`config.mk`:
```
export PLATFORM = sky130hd
export DESIGN_NAME = neuron_accum
export DESIGN_NICKNAME = d
export VERILOG_FILES = /design/src/rtl/neuron_accum.sv
export SDC_FILE = /design/constraint.sdc
export NUM_CORES = 1
export LEC_CHECK = 0
export CORE_AREA = 2 2 63 65
export DETAILED_ROUTE_END_ITERATION = 8
export DIE_AREA = 0 0 65 67
export DONT_BUFFER_PORTS = 1
export HOLD_SLACK_MARGIN = 0.06
export PLACE_DENSITY = 0.69
export SLEW_MARGIN = 5
export SYNTH_ARGS = -nofsm -noshare
export SYNTH_HDL_FRONTEND = slang
export SYNTH_SLANG_ARGS = --single-unit
```
`constraint.sdc`:
```
create_clock -name clk -period 3.2 [get_ports clk]
set_input_delay 0 -clock clk [delete_from_list [all_inputs] [get_ports clk]]
set_output_delay 0 -clock clk [all_outputs]
set_load 0.005 [all_outputs]
```
`src/rtl/neuron_accum.sv`:
```
// Accumulate NBEATS unsigned partial sums with saturation, then compare
// the total against a threshold latched on the first beat.
module neuron_accum #(
   parameter int NBEATS = 4,
   parameter int ACC_W  = 9
) (
   input  logic             clk,
   input  logic             rst,
   input  logic             flush,
   input  logic             in_valid,
   output logic             in_ready,
   input  logic [6:0]       in_sum,
   input  logic [ACC_W-1:0] threshold,
   output logic             out_valid,
   input  logic             out_ready,
   output logic [ACC_W-1:0] out_acc,
   output logic             out_fire,
   output logic             out_sat,
   output logic             busy
);

   localparam logic [1:0] S_IDLE  = 2'd0;
   localparam logic [1:0] S_ACCUM = 2'd1;
   localparam logic [1:0] S_DONE  = 2'd2;

   localparam logic [ACC_W-1:0] ACC_MAX = '1;
   localparam logic [4:0]       LAST    = 5'(NBEATS);

   logic [1:0]       state_q, state_d;
   logic [ACC_W-1:0] acc_q, acc_d;
   logic [ACC_W-1:0] thr_q, thr_d;
   logic [4:0]       cnt_q, cnt_d;
   logic             sat_q, sat_d;

   logic             beat;
   logic [ACC_W:0]   sum_w;
   logic [4:0]       cnt_inc;

   assign in_ready = (state_q != S_DONE);
   assign beat     = in_valid & in_ready;
   assign sum_w    = {1'b0, acc_q} + (ACC_W+1)'(in_sum);
   assign cnt_inc  = cnt_q + 5'd1;

   always_comb begin
      state_d = state_q;
      acc_d   = acc_q;
      thr_d   = thr_q;
      cnt_d   = cnt_q;
      sat_d   = sat_q;
      if (flush) begin
         state_d = S_IDLE;
         acc_d   = '0;
         thr_d   = '0;
         cnt_d   = '0;
         sat_d   = 1'b0;
      end else begin
         unique case (state_q)
            S_IDLE: begin
               if (beat) begin
                  acc_d   = ACC_W'(in_sum);
                  thr_d   = threshold;
                  cnt_d   = 5'd1;
                  sat_d   = 1'b0;
                  state_d = (NBEATS == 1) ? S_DONE : S_ACCUM;
               end
            end
            S_ACCUM: begin
               if (beat) begin
                  // carry out of the widened sum means the add overflowed
                  if (sum_w[ACC_W]) begin
                     acc_d = ACC_MAX;
                     sat_d = 1'b1;
                  end else begin
                     acc_d = sum_w[ACC_W-1:0];
                  end
                  cnt_d = cnt_inc;
                  if (cnt_inc == LAST) state_d = S_DONE;
               end
            end
            S_DONE: begin
               if (out_ready) begin
                  state_d = S_IDLE;
                  acc_d   = '0;
                  cnt_d   = '0;
                  sat_d   = 1'b0;
               end
            end
            default: state_d = S_IDLE;
         endcase
      end
   end

   always_ff @(posedge clk or posedge rst) begin
      if (rst) begin
         state_q <= S_IDLE;
         acc_q   <= '0;
         thr_q   <= '0;
         cnt_q   <= '0;
         sat_q   <= 1'b0;
      end else begin
         state_q <= state_d;
         acc_q   <= acc_d;
         thr_q   <= thr_d;
         cnt_q   <= cnt_d;
         sat_q   <= sat_d;
      end
   end

   assign out_valid = (state_q == S_DONE);
   assign out_acc   = out_valid ? acc_q : '0;
   assign out_fire  = out_valid & (acc_q >= thr_q);
   assign out_sat   = out_valid & sat_q;
   assign busy      = (state_q != S_IDLE);

endmodule
```
# Yosys cells after proc, flatten, opt, wreduce, memory -nomap -nowiden
# Cells that the tools add are included.
# W data, S select, Z words.
# classes
n_eq_ne	9
n_reduce_logical	9
bitwise	3
addsub	2
n_lt_le_gt_ge	1
n_mux	27
# op_table
cell	count
$mux W9	9
$pmux W9 S3	1
$mux W5	4
$pmux W5 S3	1
$ne A3 B3 Y1 const B	4
$add A9 B7 Y10	1
$mux W2	5
$ge A9 B9 Y1	1
$reduce_and A4 Y1	2
$pmux W2 S3	1
$reduce_bool A2 Y1	3
$add A5 B1 Y5 const B	1
$eq A5 B3 Y1 const B	1
$mux W1	5
$reduce_and A5 Y1	1
$reduce_bool A4 Y1	1
$and A1 B1 Y1	3
$ne A3 B2 Y1 const B	1
$pmux W1 S3	1
$eq A2 B1 Y1 const B	1
$eq A2 B2 Y1 const B	1
$logic_not A2 Y1	1
$ne A2 B2 Y1 const B	1
$reduce_and A2 Y1	1
# totals
regBits	26
word_cells	56

# Longest topological paths before layout
# Gate-level depths: netlist (run 1).
# depth
depth_word	6
mapped_depth	8
ltp_nobuf	8

# Least setup slack after synthesis (run 1)
# No wires, ideal clock.
# synth_path
path_kind	reg2reg
start	reg acc_q[4]
end	reg acc_q[1]
stages_incl_launch_ff	7
arrival_ns	1.897
synth_period_minus_slack_ns	2.028
path_slack_ns	1.172
t_required_ns	3.069
n_path_buf	0
cell_sequence	dfrtp_1 ha_1 or4_4 o21ai_2 a21oi_2 and4_4 or3_1
# synth_between
elab_chain_len	5
# synth_lines
item	line_no	rtl
from (decl)	30	logic [ACC_W-1:0] acc_q, acc_d;
from (signal assigned)	96	acc_q <= '0;
from (signal assigned)	102	acc_q <= acc_d;
$add A9 B7 Y10	41	assign sum_w = {1'b0, acc_q} + (ACC_W+1)'(in_sum);
$mux W9	70	if (sum_w[ACC_W]) begin
$mux W9	68	if (beat) begin
$pmux W9 S3	57	unique case (state_q)
$mux W9	50	if (flush) begin
# Every way passes these cells. The select of a mux whose other input is x is not followed.
# A chain may end at the register's enable or synchronous reset.

# Worst setup path after layout (run 1)
# layout_path
start	reg state_q[0]
end	reg acc_q[8]
# layout_between
word_cells_on_any_way	12
# layout_lines
item	line_no	rtl
from (decl)	29	logic [1:0] state_q, state_d;
from (signal assigned)	101	state_q <= state_d;
$eq A2 B2 Y1 (*)	n/a	
via out_valid	14	output logic out_valid,
$ne A3 B2 Y1 (no source line), or another cell as far along	n/a	
$reduce_and A4 Y1 (no source line) / $mux W9 (equally long branches)	n/a	
# The timed path passes the listed nets; every way through them passes the cells marked *.

==> qor.yml, run 1 <==
status:
  outcome: "finished clean"
timing:
  slew_violations: 0
  period_share_pct: 74.38
  fin_crit_ns: 2.380
  max_slew.worst_pin.slew_ns: 1.023
  clock_skew_ns: 0.001429
  hold_violations: 0
  rsz0062_at_grt: "false"
  tns_ns: 0
  slew_headroom_pct: 31.75
  setup_viol_count_final: 0
  max_freq_ghz: 0.4202
logic_synthesis:
  yosysSeqAreaShare_pct: 33.29
  yosysWarnings: 0
  synth_area_leaders: "dfrtp_1 (33%), ha_1 (13%), a21oi_1 (5.1%), o21ai_0 (4.9%), nand2b_1 (3.8%)"
  synth_ff_type: "dfrtp_1"
  synth_cell_types: 45
  syn_avg_cell_area_sq_um: 8.534
  synth_top_area_share_pct: 33.29
  synth_largest_area_cell: "dfrtp_1"
  ys_top_cells_by_count: "dfrtp_1 (26), ha_1 (21), a21oi_1 (20)"
  synth.most_common_cell: "dfrtp_1"
  syn_inst: 229
  synth_area_sq_mm: 0.001954
  async_reset_ff_share_pct: 100.0
  ys_ff_latch: 26
  synth_edf_count: 0
  synth_nets: 272
power_and_ir_drop:
  p_leak_nw: 0.9846
  power.density_mw_per_mm2: 376.5
  ir_worst_vdd_mv: 0.2123
place:
  dp_hpwl_microns: 3174
  gp_congestion: 0.8022
  portBuffers: 0
detailed_routing:
  vias: 1663
  antenna_left: 0
  drcViolationCount: 0
  top_layer: "met4"
  routed-wl-met3_microns: 245
  route.met2.wl_microns: 2072
  firstDrtPassIters: 4
  drt_iter0_markers: 74
  wire_per_inst_microns: 15.04
  viasPerCell: 5.774
  routed_wl_microns: 4332
  met1_length_microns: 1954
grt:
  grt_overflow_total: 0
  grt_max_degree: 27
  grt_usage_pct: 21.86
  grt_pass1_wl_microns: 7396
  antenna_found_initial: 0
  grt_pass1_vias: 1625
cts:
  clk_latency_ns: 0.27
  htree_levels: 1
  path_clk_slew_ns: 0.09
  cts_tree: "yes"
  cts_buffer_depth: 2
  clock-root-buffer: "clkbuf_8"
  clock-sinks: 26
  cts_inserted_buffers: 3
critical_path:
  critPathSlowestCell: "mux2i_1"
  path_buf_inv: 1
  slowest_delay_ns: 0.52
  arrival_ns: 2.54
  path_class: "reg -> reg"
  required_ns: 3.36
  rr_worst_depth: 7
  cp.depth: 7
  cp_cell_sequence: "inv_1 > ha_1 > nand2_1 > mux2i_1 > nor2_1 > nor4bb_1 > nor3_1"
  cp_top_family: "simple AND/OR/NAND/NOR gates"
  critPathMaxFanout: 17
  critPathCaptureType: "register"
  startpoint_type: "register"
floorplanning:
  row_count: 22
  ioPinCount: 35
  start_util_pct: 54.20
  die_width_microns: 65
  chipHeight_microns: 67
  coreArea_sq_mm: 0.003606
  die_area_sq_mm: 0.004355
min_path:
  holdPathStages: 3
  hold_class: "in -> reg"
final_layout:
  multi_input_area_sq_mm: 0.001205
  area_growth_pct: 11.40
  n_fill_cell: 343
  drive_above_1_share_pct: 7.083
  n_antenna_cell: 0
  regArea_sq_um: 650.6
  final_util_pct: 60.37
  fin_nets: 284
job:
  maxCapViolations: 0
-- path summary, 6_finish.rpt --
| kind | startpoint | to | slack, ns |
|---|---|---|---|
| hold reg to reg | thr_q[2] | thr_q[2] | 0.48 |
| setup / recovery | state_q[0] | acc_q[8] | 0.82 |
| hold / removal | in_sum[4] | acc_q[4] | 0.07 |
| min in group asynchronous | rst | thr_q[5] | 0.41 |
| max in group asynchronous | rst | thr_q[3] | 2.17 |
| setup reg to reg | state_q[0] | acc_q[8] | 0.82 |
-- metal layers --
layer | global-route usage (%) | vias to the layer above
met5 | 0 | -
met4 | 5.851 | 0
met2 | 38.27 | 40
met3 | 3.547 | 8
met1 | 27.88 | 790
li1 | - | 825
-- cell families (layout without fill, tap and decap cells) --
family	after synthesis	count (layout)	share of synthesized area [%]
simple gates	85	85	23.56
compound gates	63	63	20.10
flops	26	26	33.29
buf+inv	26	37	5.057
fa+ha+maj	22	22	14.47
mux	5	5	2.625
xor+xnor	2	2	0.8965
-- cells in the final DEF (no fill, tap or decap), drive strengths merged, types with 3 or more instances in the layout --
| cell | instances |
|---|---|
| a21o | 3 |
| ha | 21 |
| nand3b | 4 |
| a211o | 5 |
| or3 | 3 |
| nand2 | 19 |
| o21a | 3 |
| dlygate4sd3 | 12 |
| and2 | 10 |
| dfrtp | 26 |
| inv | 19 |
| nor2 | 17 |
| o21ai | 20 |
| mux2i | 4 |
| a21oi | 21 |
| nand2b | 12 |
| clkbuf | 4 |
| nor3 | 5 |
| nor3b | 3 |
-- where the power goes --
| group | leakage, nW | internal, mW | switching, mW |
|---|---|---|---|
| sequential | 0.349 | 0.352 | 0.0211 |
| clock | 0.0288 | 0.110 | 0.105 |
| combinational | 0.607 | 0.105 | 0.127 |
| total | 0.985 | 0.567 | 0.253 |
-- worst reg2reg max path, stage by stage, from the launching register on --
cell,delay (ns)
dfrtp_1,0.41
inv_1,0.11
ha_1,0.48
nand2_1,0.13
mux2i_1,0.52
nor2_1,0.22
nor4bb_1,0.31
nor3_1,0.09
-- final cells by class --
type | count | share of cell area [%]
Clock buffer | 4 | 2.529
Tap cell | 48 | 2.759
Multi-Input combinational cell | 177 | 55.34
Inverter | 19 | 3.276
Sequential cell | 26 | 29.89
Timing Repair Buffer | 14 | 6.207
-- metrics by stage --
step | instance area, sq um | worst slack (ns) | instances | hold slack [ns] | power [mW]
after CTS | 2177 | 0.8366 | 288 | 0.06773 | 0.8273
after global routing | 2177 | 0.4935 | 288 | 0.08456 | 0.8801
after floorplan | 1954 | 1.172 | 229 | 0.04002 | 0.5527
after global placement | 2002 | 0.9698 | 272 | 0.06851 | 0.5913
final | 2177 | 0.8200 | 288 | 0.06894 | 0.8197
after detailed placement | 2002 | 0.8638 | 272 | 0.07073 | 0.5957
-- registers in the layout, indices dropped and copies added, names as in the netlist --
signal,count
state_q,2
acc_q,9
cnt_q,5
thr_q,9
sat_q,1
-- timing repair --
item	4_1_cts	5_1_grt
hold buffers	12	0
buffers inserted	0	0
gates resized for setup	0	0
endpoints found under the hold margin	51	0
(Power assumes the default switching activity.)
==> run 2: changes to the inputs <==
--- a/config.mk
+++ b/config.mk
@@ -5,12 +5,13 @@
 export SDC_FILE = /design/constraint.sdc
 export NUM_CORES = 1
 export LEC_CHECK = 0
-export CORE_AREA = 2 2 63 65
+export ABC_AREA = 1
+export CORE_AREA = 2 2 64 66
 export DETAILED_ROUTE_END_ITERATION = 8
-export DIE_AREA = 0 0 65 67
+export DIE_AREA = 0 0 66 68
 export DONT_BUFFER_PORTS = 1
 export HOLD_SLACK_MARGIN = 0.06
-export PLACE_DENSITY = 0.69
+export PLACE_DENSITY = 0.68
 export SLEW_MARGIN = 5
 export SYNTH_ARGS = -nofsm -noshare
 export SYNTH_HDL_FRONTEND = slang
==> constraint.sdc (replaced) <==
create_clock -name clk -period 2.4 [get_ports clk]
set_input_delay 0 -clock clk [delete_from_list [all_inputs] [get_ports clk]]
set_output_delay 0 -clock clk [all_outputs]
set_load 0.005 [all_outputs]
==> run 2 against run 1 <==
Compared with the run above:
- synthesized cell count is 24% higher
- clock power grew 38%
- clock skew is 0.0052 ns higher
- via count grew 12%
- core utilization increased by 3.1 points
- critical path type unchanged
- count of clock-buffer cells in the layout unchanged
- non-clock buffer count increased by 20
- power grew to 2.8 times the previous value
- sequential power grew 76%
==> qor.yml, run 2 <==
status:
  outcome: "finished clean"
cts:
  htree_levels: 1
  path_clk_slew_ns: 0.10
  cts_tree: "yes"
  clock-sinks: 26
  cts_inserted_buffers: 3
  clk_latency_ns: 0.28
  cts_buffer_depth: 2
  clock-root-buffer: "clkbuf_8"
final_layout:
  n_fill_cell: 357
  fin_nets: 361
  multi_input_area_sq_mm: 0.001145
  drive_above_1_share_pct: 5.994
  mostFrequentLayoutCells: "nand2_1 (89), inv_1 (50), dlygate4sd3_1 (31)"
  largest_registers: "acc_q x9, thr_q x9, cnt_q x5"
  final_util_pct: 63.43
  regArea_sq_um: 650.6
  layout.cells.most_common: "nand2_1"
  final_cells: 367
  n_antenna_cell: 0
  area_growth_pct: 22.11
  final_cell_area_sq_mm: 0.002446
detailed_routing:
  routed_wl_microns: 4850
  wire_per_inst_microns: 13.22
  drcViolationCount: 0
  vias: 1867
  drt_iter0_markers: 94
  viasPerCell: 5.087
  firstDrtPassIters: 4
  antenna_left: 0
timing:
  hold_violations: 0
  max_freq_ghz: 0.4454
  rsz0062_at_grt: "false"
  period_share_pct: 93.55
  fin_ws_ns: 0.1548
  slew_headroom_pct: 30.77
  fin_hold_ws_ns: 0.1224
  slew_violations: 0
  setup_viol_count_final: 0
  tns_ns: 0
  fin_crit_ns: 2.245
  max_slew.worst_pin.slew_ns: 1.037
  clock_skew_ns: 0.006597
logic_synthesis:
  syn_inst: 283
  synth_nets: 326
  yosysSeqAreaShare_pct: 32.48
  ys_top_cells_by_count: "nand2_1 (89), inv_1 (51), nand3_1 (29), dfrtp_1 (26), ha_1 (21)"
  ys_ff_latch: 26
  async_reset_ff_share_pct: 100.0
  synth_largest_area_cell: "dfrtp_1"
  synth_cell_types: 32
  syn_avg_cell_area_sq_um: 7.078
  synth_area_sq_mm: 0.002003
  synth_top_area_share_pct: 32.48
  yosysWarnings: 0
  synth_edf_count: 0
  synth.most_common_cell: "nand2_1"
  synth_ff_type: "dfrtp_1"
  synth_area_leaders: "dfrtp_1 (32%), nand2_1 (17%), ha_1 (13%), inv_1 (9.6%), nand3_1 (7.2%)"
critical_path:
  required_ns: 2.62
  arrival_ns: 2.46
  r2r_slack_ns: 0.15
  rr_worst_depth: 12
  critPathCaptureType: "register"
  critPathMaxFanout: 16
  cp-startpoint: "state_q[0]"
  path_class: "reg -> reg"
  reg2reg_from: "state_q[0]"
  r2r_end: "acc_q[1]"
  startpoint_type: "register"
  cp-endpoint: "acc_q[1]"
place:
  gp_congestion: 0.7916
  dp.cells: 330
  dp_hpwl_microns: 3489
  placed_cell_area_sq_mm: 0.002056
  portBuffers: 0
  place_ws_ns: 0.2643
grt:
  grt_usage_pct: 23.37
  grt_max_degree: 27
  grt_pass1_vias: 1799
  grt_pass1_wl_microns: 8093
  grt_overflow_total: 0
  antenna_found_initial: 0
min_path:
  hold_class: "in -> reg"
floorplanning:
  row_count: 23
  coreArea_sq_mm: 0.003856
  chipHeight_microns: 68
  die_width_microns: 66
  start_util_pct: 51.95
  die_area_sq_mm: 0.004488
  ioPinCount: 35
power_and_ir_drop:
  p_total_mw: 2.277
  p_leak_nw: 1.323
  power.density_mw_per_mm2: 930.9
  ir_worst_vdd_mv: 0.5718
job:
  maxCapViolations: 0
[run 2: worst min-delay path by stage]
stage / start / end / slack [ns] / depth (start not counted)
6_report: in_sum[0] / acc_q[0] / 0.12 / 7
5_1_grt: in_valid / thr_q[5] / 0.20 / 3
4_1_cts: in_sum[0] / acc_q[0] / 0.13 / 7
3_5_place_dp: threshold[1] / thr_q[1] / 0.16 / 2
3_3_place_gp: threshold[3] / thr_q[3] / 0.16 / 2
2_1_floorplan: rst / acc_q[0] / 0.04 / 1
[run 2: layout make-up]
cell class	instances	area share, %
Multi-Input combinational cell	200	46.80
Tap cell	50	2.558
Timing Repair Buffer	34	13.61
Clock buffer	4	2.251
Sequential cell	26	26.60
Inverter	53	8.184
[run 2: repair_timing]
| action | in CTS | in global routing |
|---|---|---|
| gates resized for setup | 0 | 3 |
| hold endpoints to repair | 47 | 0 |
| setup endpoints to repair | 0 | 13 |
| hold buffers | 31 | 0 |
| setup buffers | 0 | 2 |
[run 2: routing by layer]
metal | GRT usage [%] | vias up | part of all wire, %
li1 | - | 970 | -
met1 | 30.67 | 856 | 46
met2 | 40.78 | 36 | 49
met3 | 3.618 | 5 | 3.9
met4 | 5.612 | 0 | 0.99
met5 | 0 | - | 0
[run 2: power by group]
part,switching (mW),internal [mW],total [mW]
Clock,0.150,0.147,0.297
Sequential,0.113,0.546,0.659
Combinational,0.808,0.514,1.32
Total,1.07,1.21,2.28
[run 2: cell families after synthesis]
logic type | after synthesis | share of synthesized area [%]
DFF | 26 | 32.48
adders and majority gates | 22 | 14.12
and+or+nand+nor | 136 | 30.04
buffers and inverters | 57 | 10.87
AOI/OAI and AO/OA | 37 | 10.31
xor gates and xnor gates | 5 | 2.187
[run 2: critical path: stages, from the launching register on]
cell and delay [ns]:
dfrtp_1 0.38, inv_1 0.08, ha_2 0.21, inv_2 0.09
nand2_1 0.11, nand2_1 0.07, inv_1 0.06, nand2_2 0.09
nand2_4 0.12, nor2_4 0.20, nand3_1 0.09, dlygate4sd3_1 0.58
nand3_1 0.09
